==> src/rtl/multi_ch_rx_event_tracker.sv <==
// -----------------------------------------------------------------------------
// multi_ch_rx_event_tracker
//   Per-channel receive-event bookkeeping for the LV2 layer-2 event builder.
//   Each channel counts one-cycle din pulses in a wrap-safe counter. Every
//   enabled channel's counter is compared against the shared readout count
//   evt_tx. need_read is raised once every enabled channel holds an unread
//   event, and need_check pulses once per readable event. Sticky per-channel
//   flags report backlog overrun and, optionally, stalled channels.
//
// Optional feature macro: RXM_TIMEOUT_EN
//   When it is defined, per-channel stall timeout counters are built.
//   When it is undefined, no timeout logic exists and ch_timeout is tied to 0.
//
// Ports
//   clk         system clock
//   reset       asynchronous active-high reset
//   din         one-cycle event pulse per channel
//   ch_en       channel participates in need_read, overrun and timeout
//   evt_tx      events already read out (monotonic, wraps)
//   flag_clr    synchronous clear of sticky ch_overrun / ch_timeout
//   evt_rx      per-channel rx counters, channel i at [i*CNT_W +: CNT_W]
//   need_read   all enabled channels hold an unread event
//   need_check  one-cycle pulse: a new event is ready for readout
//   ch_overrun  sticky: backlog >= MAX_PEND
//   ch_timeout  sticky: channel stalled while other channels are pending
// -----------------------------------------------------------------------------
module multi_ch_rx_event_tracker #(
  parameter int N_CH     = 16,
  parameter int CNT_W    = 16,
  parameter int MAX_PEND = 1024,
  parameter int TMO_W    = 20,
  parameter int TMO_CYC  = 1000000
) (
  input  logic                    clk,
  input  logic                    reset,
  input  logic [N_CH-1:0]         din,
  input  logic [N_CH-1:0]         ch_en,
  input  logic [CNT_W-1:0]        evt_tx,
  input  logic                    flag_clr,
  output logic [N_CH*CNT_W-1:0]   evt_rx,
  output logic                    need_read,
  output logic                    need_check,
  output logic [N_CH-1:0]         ch_overrun,
  output logic [N_CH-1:0]         ch_timeout
);

  // Reject configurations the wrap-safe comparison cannot represent.
  if (N_CH < 1 || N_CH > 32 || MAX_PEND >= (2 ** (CNT_W - 1)) ||
      TMO_CYC < 1 || TMO_CYC >= (2 ** TMO_W)) begin : g_bad_cfg
    $error("multi_ch_rx_event_tracker: illegal parameter set");
  end

  localparam logic [CNT_W-1:0] MAX_PEND_C = CNT_W'(MAX_PEND);
  localparam logic [CNT_W-1:0] ONE_C      = CNT_W'(1);

  typedef enum logic [0:0] {IDLE = 1'b0, LOCKED = 1'b1} state_t;

  logic [CNT_W-1:0] rx_q [N_CH];
  logic [CNT_W-1:0] rx_d [N_CH];
  logic [CNT_W-1:0] pend [N_CH];
  logic [CNT_W-1:0] evt_tx_q;
  logic [N_CH-1:0]  pending;
  logic [N_CH-1:0]  ovr_set;
  logic [N_CH-1:0]  ovr_q, ovr_d;
  logic             rdy, tx_adv;
  state_t           state_q, state_d;
  logic             need_read_q;
  logic             need_check_q, need_check_d;

  // Backlog per channel; MSB set means tx is ahead, which is never pending.
  always_comb begin
    for (int i = 0; i < N_CH; i++) begin
      pend[i]    = rx_q[i] - evt_tx;
      pending[i] = (pend[i] != {CNT_W{1'b0}}) && !pend[i][CNT_W-1];
      ovr_set[i] = ch_en[i] && !pend[i][CNT_W-1] && (pend[i] >= MAX_PEND_C);
      rx_d[i]    = rx_q[i] + {{(CNT_W-1){1'b0}}, din[i]};
    end
  end

  // Disabled channels are forced true in the AND; an empty mask is never ready.
  assign rdy    = (|ch_en) && (&(pending | ~ch_en));
  assign tx_adv = (evt_tx - evt_tx_q) == ONE_C;
  assign ovr_d  = ovr_set | (ovr_q & ~{N_CH{flag_clr}});

  // need_check sequencing: first readable event, then one pulse per tx step.
  always_comb begin
    state_d      = state_q;
    need_check_d = 1'b0;
    case (state_q)
      IDLE: begin
        if (rdy) begin
          need_check_d = 1'b1;
          state_d      = LOCKED;
        end else begin
          state_d      = IDLE;
        end
      end
      LOCKED: begin
        if (!rdy) begin
          state_d      = IDLE;
        end else if (tx_adv) begin
          need_check_d = 1'b1;
        end else begin
          need_check_d = 1'b0;
        end
      end
      default: begin
        state_d      = IDLE;
        need_check_d = 1'b0;
      end
    endcase
  end

  // Counters, flags, FSM and registered outputs.
  always_ff @(posedge clk or posedge reset) begin
    if (reset) begin
      for (int i = 0; i < N_CH; i++) rx_q[i] <= {CNT_W{1'b0}};
      evt_tx_q     <= {CNT_W{1'b0}};
      ovr_q        <= {N_CH{1'b0}};
      state_q      <= IDLE;
      need_read_q  <= 1'b0;
      need_check_q <= 1'b0;
    end else begin
      for (int i = 0; i < N_CH; i++) rx_q[i] <= rx_d[i];
      evt_tx_q     <= evt_tx;
      ovr_q        <= ovr_d;
      state_q      <= state_d;
      need_read_q  <= rdy;
      need_check_q <= need_check_d;
    end
  end

  // Flatten the counter array onto the output bus.
  always_comb begin
    evt_rx = {(N_CH*CNT_W){1'b0}};
    for (int i = 0; i < N_CH; i++) evt_rx[i*CNT_W +: CNT_W] = rx_q[i];
  end

  assign need_read  = need_read_q;
  assign need_check = need_check_q;
  assign ch_overrun = ovr_q;

`ifdef RXM_TIMEOUT_EN
  localparam logic [TMO_W-1:0] TMO_CYC_C  = TMO_W'(TMO_CYC);
  localparam logic [TMO_W-1:0] TMO_LAST_C = TMO_W'(TMO_CYC - 1);

  logic [TMO_W-1:0] tmo_q [N_CH];
  logic [TMO_W-1:0] tmo_d [N_CH];
  logic [N_CH-1:0]  en_pend, tmo_run, tmo_set;
  logic [N_CH-1:0]  tmo_flag_q, tmo_flag_d;

  // A channel stalls when it is idle while some other enabled channel waits.
  always_comb begin
    en_pend = ch_en & pending;
    for (int i = 0; i < N_CH; i++) begin
      tmo_run[i] = ch_en[i] && !pending[i] &&
                   (|(en_pend & ~(N_CH'(1) << i)));
      if (tmo_run[i]) begin
        tmo_set[i] = (tmo_q[i] == TMO_LAST_C);
        tmo_d[i]   = (tmo_q[i] < TMO_CYC_C) ? tmo_q[i] + TMO_W'(1) : tmo_q[i];
      end else begin
        tmo_set[i] = 1'b0;
        tmo_d[i]   = {TMO_W{1'b0}};
      end
    end
    tmo_flag_d = tmo_set | (tmo_flag_q & ~{N_CH{flag_clr}});
  end

  // Stall counters and sticky timeout flags.
  always_ff @(posedge clk or posedge reset) begin
    if (reset) begin
      for (int i = 0; i < N_CH; i++) tmo_q[i] <= {TMO_W{1'b0}};
      tmo_flag_q <= {N_CH{1'b0}};
    end else begin
      for (int i = 0; i < N_CH; i++) tmo_q[i] <= tmo_d[i];
      tmo_flag_q <= tmo_flag_d;
    end
  end

  assign ch_timeout = tmo_flag_q;
`else
  assign ch_timeout = {N_CH{1'b0}};
`endif

endmodule

==> config.mk <==
export PLATFORM = sky130hd
export DESIGN_NAME = multi_ch_rx_event_tracker
export DESIGN_NICKNAME = d
export VERILOG_FILES = /design/src/rtl/multi_ch_rx_event_tracker.sv
export SDC_FILE = /design/constraint.sdc
export NUM_CORES = 1
export LEC_CHECK = 0
export BUFFER_PORTS_ARGS = -buffer_cell sky130_fd_sc_hd__clkbuf_2
export CELL_PAD_IN_SITES_DETAIL_PLACEMENT = 1
export CELL_PAD_IN_SITES_GLOBAL_PLACEMENT = 1
export CORE_MARGIN = 2
export CORE_UTILIZATION = 24
export DETAILED_ROUTE_END_ITERATION = 12
export HOLD_SLACK_MARGIN = 0.02
export PLACE_DENSITY_LB_ADDON = 0.12
export SYNTH_ARGS = -nofsm -noshare
export SYNTH_HDL_FRONTEND = slang
export SYNTH_SLANG_ARGS = --single-unit
==> constraint.sdc <==
create_clock -name clk -period 22.6 [get_ports clk]
set_clock_uncertainty 0.05 [all_clocks]
set_input_delay 2.26 -clock clk [delete_from_list [all_inputs] [get_ports clk]]
set_output_delay 2.26 -clock clk [all_outputs]
set_load 0.005 [all_outputs]
==> flow_summary.yaml, run 1 <==
outcome:
  status: "complete, no violations"
synthesis:
  synthXorXnorAreaFrac: 0.120
  synth.area.top_cells: "dfrtp_1, ha_1, xnor2_1, xor2_1, nand2_1"
  synth-adder-area-share: 0.152
  synth-compound-area-share: 0.191
  avgSynthCellArea_um2: 8.67
  synth_top_area_share: 0.280
  synthMuxAreaShare: 0.0107
  yosysWarnings: 0
  async_reset_ff_frac: 1.00
  synth.ff_latch_count: 290
  synth_edf_count: 0
  syn_area_um2: 25900
  synth_ff_type: "dfrtp_1"
  yosysSeqAreaShare: 0.280
  syn_inst: 2988
  synth_largest_area_cell: "dfrtp_1"
  synthDistinctLibCells: 108
  synth_top_family_by_area: "simple AND/OR/NAND/NOR gates"
  synthSimpleGateAreaFrac: 0.214
placement:
  portBuffers: 324
  gp_congestion: 0.816
  place_hpwl_um: 77700
clocking:
  hold_buffers: 0
  clock_latency_ns: 0.63
  cts_buffers: 42
  clockBufferDepth: 3
  cts_setup_buffers: 0
  cts_tree: "built"
  cts_resized: 0
  clk_pin_slew_ns: 0.06
  clock-sinks: 290
  h-tree-depth: 2
  cts_root_buffer: "clkbuf_16"
route:
  viasPerCell: 5.01
  wl_per_cell_um: 21.9
  drtIter0Drc: 1095
  drt_pass1_iterations: 5
  drc_errors: 0
  drtAntennaViolNets: 0
  routed_wl_um: 105000
  vias: 23900
cells_and_area:
  drive_gt1_frac: 0.145
  fin_util: 0.287
  syn_to_final_growth_pct: 18.5
  nets: 3699
sta:
  period_minus_slack_ns: 5.71
  finalSetupViolCount: 0
  max_slew_margin: 0.332
  hold_viol_final: 0
  rsz0062_at_grt: "no"
  tns_ns: 0
  max_freq_mhz: 175
  post-route-period-util: 0.253
  worstMarginPinSlew_ns: 1.00
  slew_violations: 0
floorplan:
  rows: 120
  core_um2: 107000
  pin_count: 341
  die_area_um2: 111000
  die_x_um: 333
  start_util: 0.242
  die_height_um: 333
setup_path:
  arrival_ns: 6.22
  path_cells: "clkbuf_2 -> inv_2 -> ha_1 -> and2_1 -> or4_1 -> o211ai_2 -> a21o_1 -> a21oi_1 -> mux2i_1 -> nand4_1 -> o211ai_1 -> nor4bb_2 -> and3_1"
  critPathBufInv: 2
  cp-start-kind: "input port"
  cp_slowest_cell: "nor4bb_2"
  critical_path_class: "in -> reg"
  cp-end-kind: "register"
  cpPeakStageDelay_ns: 0.71
  critPathRequiredTime_ns: 23.11
  critical_path.top_delay_family: "simple AND/OR/NAND/NOR gates"
  cp_max_fo: 16
grt:
  grt_usage: 0.186
  grt_pass1_wl_um: 157000
  grt_max_degree: 80
  overflow: 0
  grt_pass1_vias: 24400
  antenna_found_initial: 5
run:
  maxCapViolCount: 0
power_and_ir_drop:
  p_per_area_nw_per_um2: 88.5
  clkPwrFrac: 0.264
  ir_drop_v: 0.0000511
  comb_power_share: 0.443
  power.internal_mw: 1.58
  seq_power_share: 0.293
  swShare: 0.419
  p_leak_nw: 14.3
  power_switching_mw: 1.14
min_path:
  holdCritPathClass: "reg -> reg"
-- worst paths after layout --
path | from | to | slack, ns | cells after the start
setup / recovery | evt_tx[6] | need_check | 16.89 | 13
hold / removal | evt_rx[95] | evt_rx[95] | 0.46 | 1
setup reg to reg | evt_rx[16] | need_check | 18.91 | 13
hold reg to reg | evt_rx[95] | evt_rx[95] | 0.46 | 1
max in group asynchronous | reset | evt_rx[5] | 18.88 | 4
min in group asynchronous | reset | evt_tx_q[14] | 1.66 | 2
-- final cells by class --
class	count	area, um2
fillers	12800	76300
multi-input cells	2520	17900
flip-flops and latches	290	7260
repair buffers	345	1780
well taps	1403	1760
clock buffers	58	1220
inverters	145	552
clock inverters	18	236
diodes	2	5.00
-- power by group through the flow --
stage | Clock [mW] | Combinational (mW) | Sequential (mW)
detailed placement | 0 | 1.21 | 0.810
global route | 0.764 | 1.36 | 0.820
floorplan | 0 | 0.841 | 0.750
global placement | 0 | 1.21 | 0.811
CTS | 0.747 | 1.22 | 0.801
finish | 0.716 | 1.20 | 0.796
-- layout by cell type (no fill, tap or decap), types with 79 or more instances in the layout --
| cell type | count |
|---|---|
| xor2_1 | 116 |
| xnor2_1 | 238 |
| nor3_1 | 79 |
| nor2_1 | 222 |
| clkbuf_2 | 323 |
| nand3_1 | 126 |
| dfrtp_1 | 290 |
| nand2_1 | 238 |
| a21oi_1 | 172 |
| o21ai_0 | 123 |
| ha_1 | 287 |
| inv_1 | 130 |
-- registers in the layout, indices dropped and copies added, names as in the netlist --
signal / count
ch_overrun: 16
evt_rx: 256
need_check: 1
need_read: 1
evt_tx_q: 16
-- metrics by stage --
step	hold WS (ns)	instances	power, mW	instance area, um2	setup slack, ns
6_report	0.463	4781	2.72	30700	16.89
5_1_grt	0.485	4779	2.95	30700	16.71
4_1_cts	0.472	4779	2.77	30700	16.97
3_5_place_dp	0.462	4703	2.02	29200	16.30
3_3_place_gp	0.455	4703	2.02	29200	16.33
2_1_floorplan	0.449	3003	1.59	26000	12.28
-- cell usage after synthesis, drive strengths merged (27+ instances only) --
cell / number
nand2: 239
nor3: 79
dfrtp: 290
a31oi: 29
o211ai: 30
xnor2: 239
a21oi: 174
nor4: 31
nor2: 222
nand3: 126
a21o: 45
o21a: 61
inv: 145
and2: 29
o21ai: 151
nor2b: 56
xor2: 116
a211oi: 27
ha: 287
and3: 62
nand4: 76
nand2b: 40
or2: 27
-- cell families (layout without fill, tap and decap cells) --
family          count (synthesis)  in the layout
other cells                     1             18
buf+inv                       193            566
flops                         290            290
xor+xnor                      355            355
mux                            27             27
simple gates                 1086           1086
compound gates                732            732
fa+ha+maj                     304            304
-- routing by layer --
layer	GRT usage	vias to the layer above	routed length, um
met5	0	-	31
met4	0.0453	6	2250
met3	0.0287	94	4080
met2	0.302	369	47500
met1	0.256	11800	50700
li1	-	11700	-
No activity file was read; power rests on OpenSTA's default activity.
==> inputs of run 2 (changes only) <==
- clock period: 22.6 -> 5.4 ns (I/O delays scaled with it)
==> flow_summary.yaml, run 2 (synthesized netlist as in run 1, its figures left out) <==
clocking:
  cts_tree: "built"
  clk_pin_slew_ns: 0.06
  clock_latency_ns: 0.62
  cts_root_buffer: "clkbuf_16"
  h-tree-depth: 2
  clockBufferDepth: 3
  cts_buffers: 42
  cts_setup_buffers: 0
  clock-sinks: 290
power_and_ir_drop:
  total_power_mw: 11.5
  p_leak_nw: 14.4
  seq_power_share: 0.293
  p_per_area_nw_per_um2: 371
  power_switching_mw: 4.77
  swShare: 0.415
  clkPwrFrac: 0.267
  ir_drop_v: 0.000192
  comb_power_share: 0.440
  power.internal_mw: 6.73
route:
  vias: 24200
  m1WireLength_um: 52300
  wl_met3_um: 2920
  drc_errors: 0
  viasPerCell: 5.04
  wl_per_cell_um: 21.8
  drtIter0Drc: 1019
  top_layer_used: "met4"
  wl_met2_um: 48000
  drtAntennaViolNets: 0
  drt_pass1_iterations: 5
  routed_wl_um: 105000
placement:
  portBuffers: 324
  place_area_um2: 29300
  place_hpwl_um: 81600
  place_inst: 4711
  gp_congestion: 0.812
min_path:
  holdCritPathClass: "in -> async"
grt:
  overflow: 0
  grt_pass1_vias: 24400
  grt_pass1_wl_um: 159000
  antenna_found_initial: 3
  grt_usage: 0.187
  grt_max_degree: 127
sta:
  max_slew_margin: 0.213
  post-route-period-util: 0.839
  period_minus_slack_ns: 4.53
  tns_ns: 0
  hold_viol_final: 3
  worstMarginPinSlew_ns: 1.18
  hold_ws_ns: -0.0383
  slew_violations: 0
  finalSetupViolCount: 0
  rsz0062_at_grt: "no"
  max_freq_mhz: 221
outcome:
  violations: "negative hold slack"
  status: "finished, violations left"
setup_path:
  arrival_ns: 4.98
  cp-end-kind: "register"
  r2r_cells: 10
  cp-start-kind: "input port"
  critPathRequiredTime_ns: 5.85
  path_cells: "dlygate4sd3_1 -> clkbuf_2 -> inv_2 -> ha_1 -> o21ai_1 -> a21oi_2 -> o31a_1 -> o41ai_2 -> o21ai_1 -> mux2i_1 -> or4b_2 -> o2111ai_1 -> nor4_1 -> and3_1"
  startpoint: "evt_tx[2]"
  rr_startpoint: "evt_rx[181]"
  r2r_end: "need_check"
  r2r_slack_ns: 1.63
  cp_common_cell: "o21ai_1"
  cpPeakStageDelay_ns: 0.73
  cp_slowest_cell: "or4b_2"
  cp_max_fo: 13
  critical_path_class: "in -> reg"
cells_and_area:
  stdcell_count: 4801
  drive_gt1_frac: 0.146
  fillers: 12700
  largest_register_ff_count: 256
  layout_commonest_cell: "clkbuf_2"
  postLayoutCellArea_um2: 31000
  nets: 3720
  multi_input_area_um2: 17900
  layout_common_cells: "clkbuf_2, dfrtp_1, ha_1, xnor2_1, nand2_1"
  syn_to_final_growth_pct: 19.5
  regArea_um2: 7260
floorplan:
  start_util: 0.242
  core_um2: 107000
  die_x_um: 333
  rows: 120
  die_height_um: 333
  pin_count: 341
  die_area_um2: 111000
run:
  maxCapViolCount: 0
==> run 2: power groups by stage <==
stage / clock network (mW) / registers, mW / logic (mW)
2_1_floorplan: 0 / 3.14 / 3.52
3_3_place_gp: 0 / 3.43 / 5.07
3_5_place_dp: 0 / 3.42 / 5.08
4_1_cts: 3.20 / 3.39 / 5.12
5_1_grt: 3.27 / 3.47 / 5.73
6_report: 3.07 / 3.36 / 5.06
==> run 2: how the worst max path moves through the flow <==
stage / endpoint / slack [ns] / depth (start not counted)
6_report: need_check / 0.87 / 14
5_1_grt: need_check / 0.57 / 13
4_1_cts: need_check / 0.89 / 15
3_5_place_dp: need_check / 0.71 / 14
3_3_place_gp: need_check / 0.68 / 14
2_1_floorplan: ch_overrun[0] / 0.96 / 1
==> run 2: stage by stage <==
step	hold slack, ns	util	setup WS (ns)
after floorplan	0.449	-	0.963
after global placement	0.454	0.274	0.677
after detailed placement	0.461	0.274	0.713
after CTS	0.0480	0.289	0.894
after global routing	0.0789	0.289	0.569
final	-0.0383	0.289	0.871
==> run 2: area by class of cell <==
class                   instances  area share
diodes                          3    0.000242
clock buffers                  61      0.0412
clock inverters                13     0.00735
inverters                     145      0.0177
multi-input cells            2520       0.578
flip-flops and latches        290       0.234
well taps                    1403      0.0567
repair buffers                366      0.0644
==> run 2: timing repair <==
action | 4_1_cts | 5_1_grt
gates resized for setup | 0 | 0
endpoints found under the hold margin | 13 | 0
hold buffers | 13 | 0
==> run 2: critical path: cells and delay by family <==
kind	cells	cell delay, ns
muxes	1	0.17
buffers and inverters	3	1.29
AOI/OAI and AO/OA	6	1.55
adders and majority gates	1	0.40
and+or+nand+nor	3	1.01
==> run 2: per-layer routing <==
| layer | track usage | vias up |
|---|---|---|
| met5 | 0 | - |
| met4 | 0.0364 | 0 |
| met3 | 0.0204 | 64 |
| met2 | 0.304 | 340 |
| met1 | 0.267 | 12000 |
| li1 | - | 11800 |
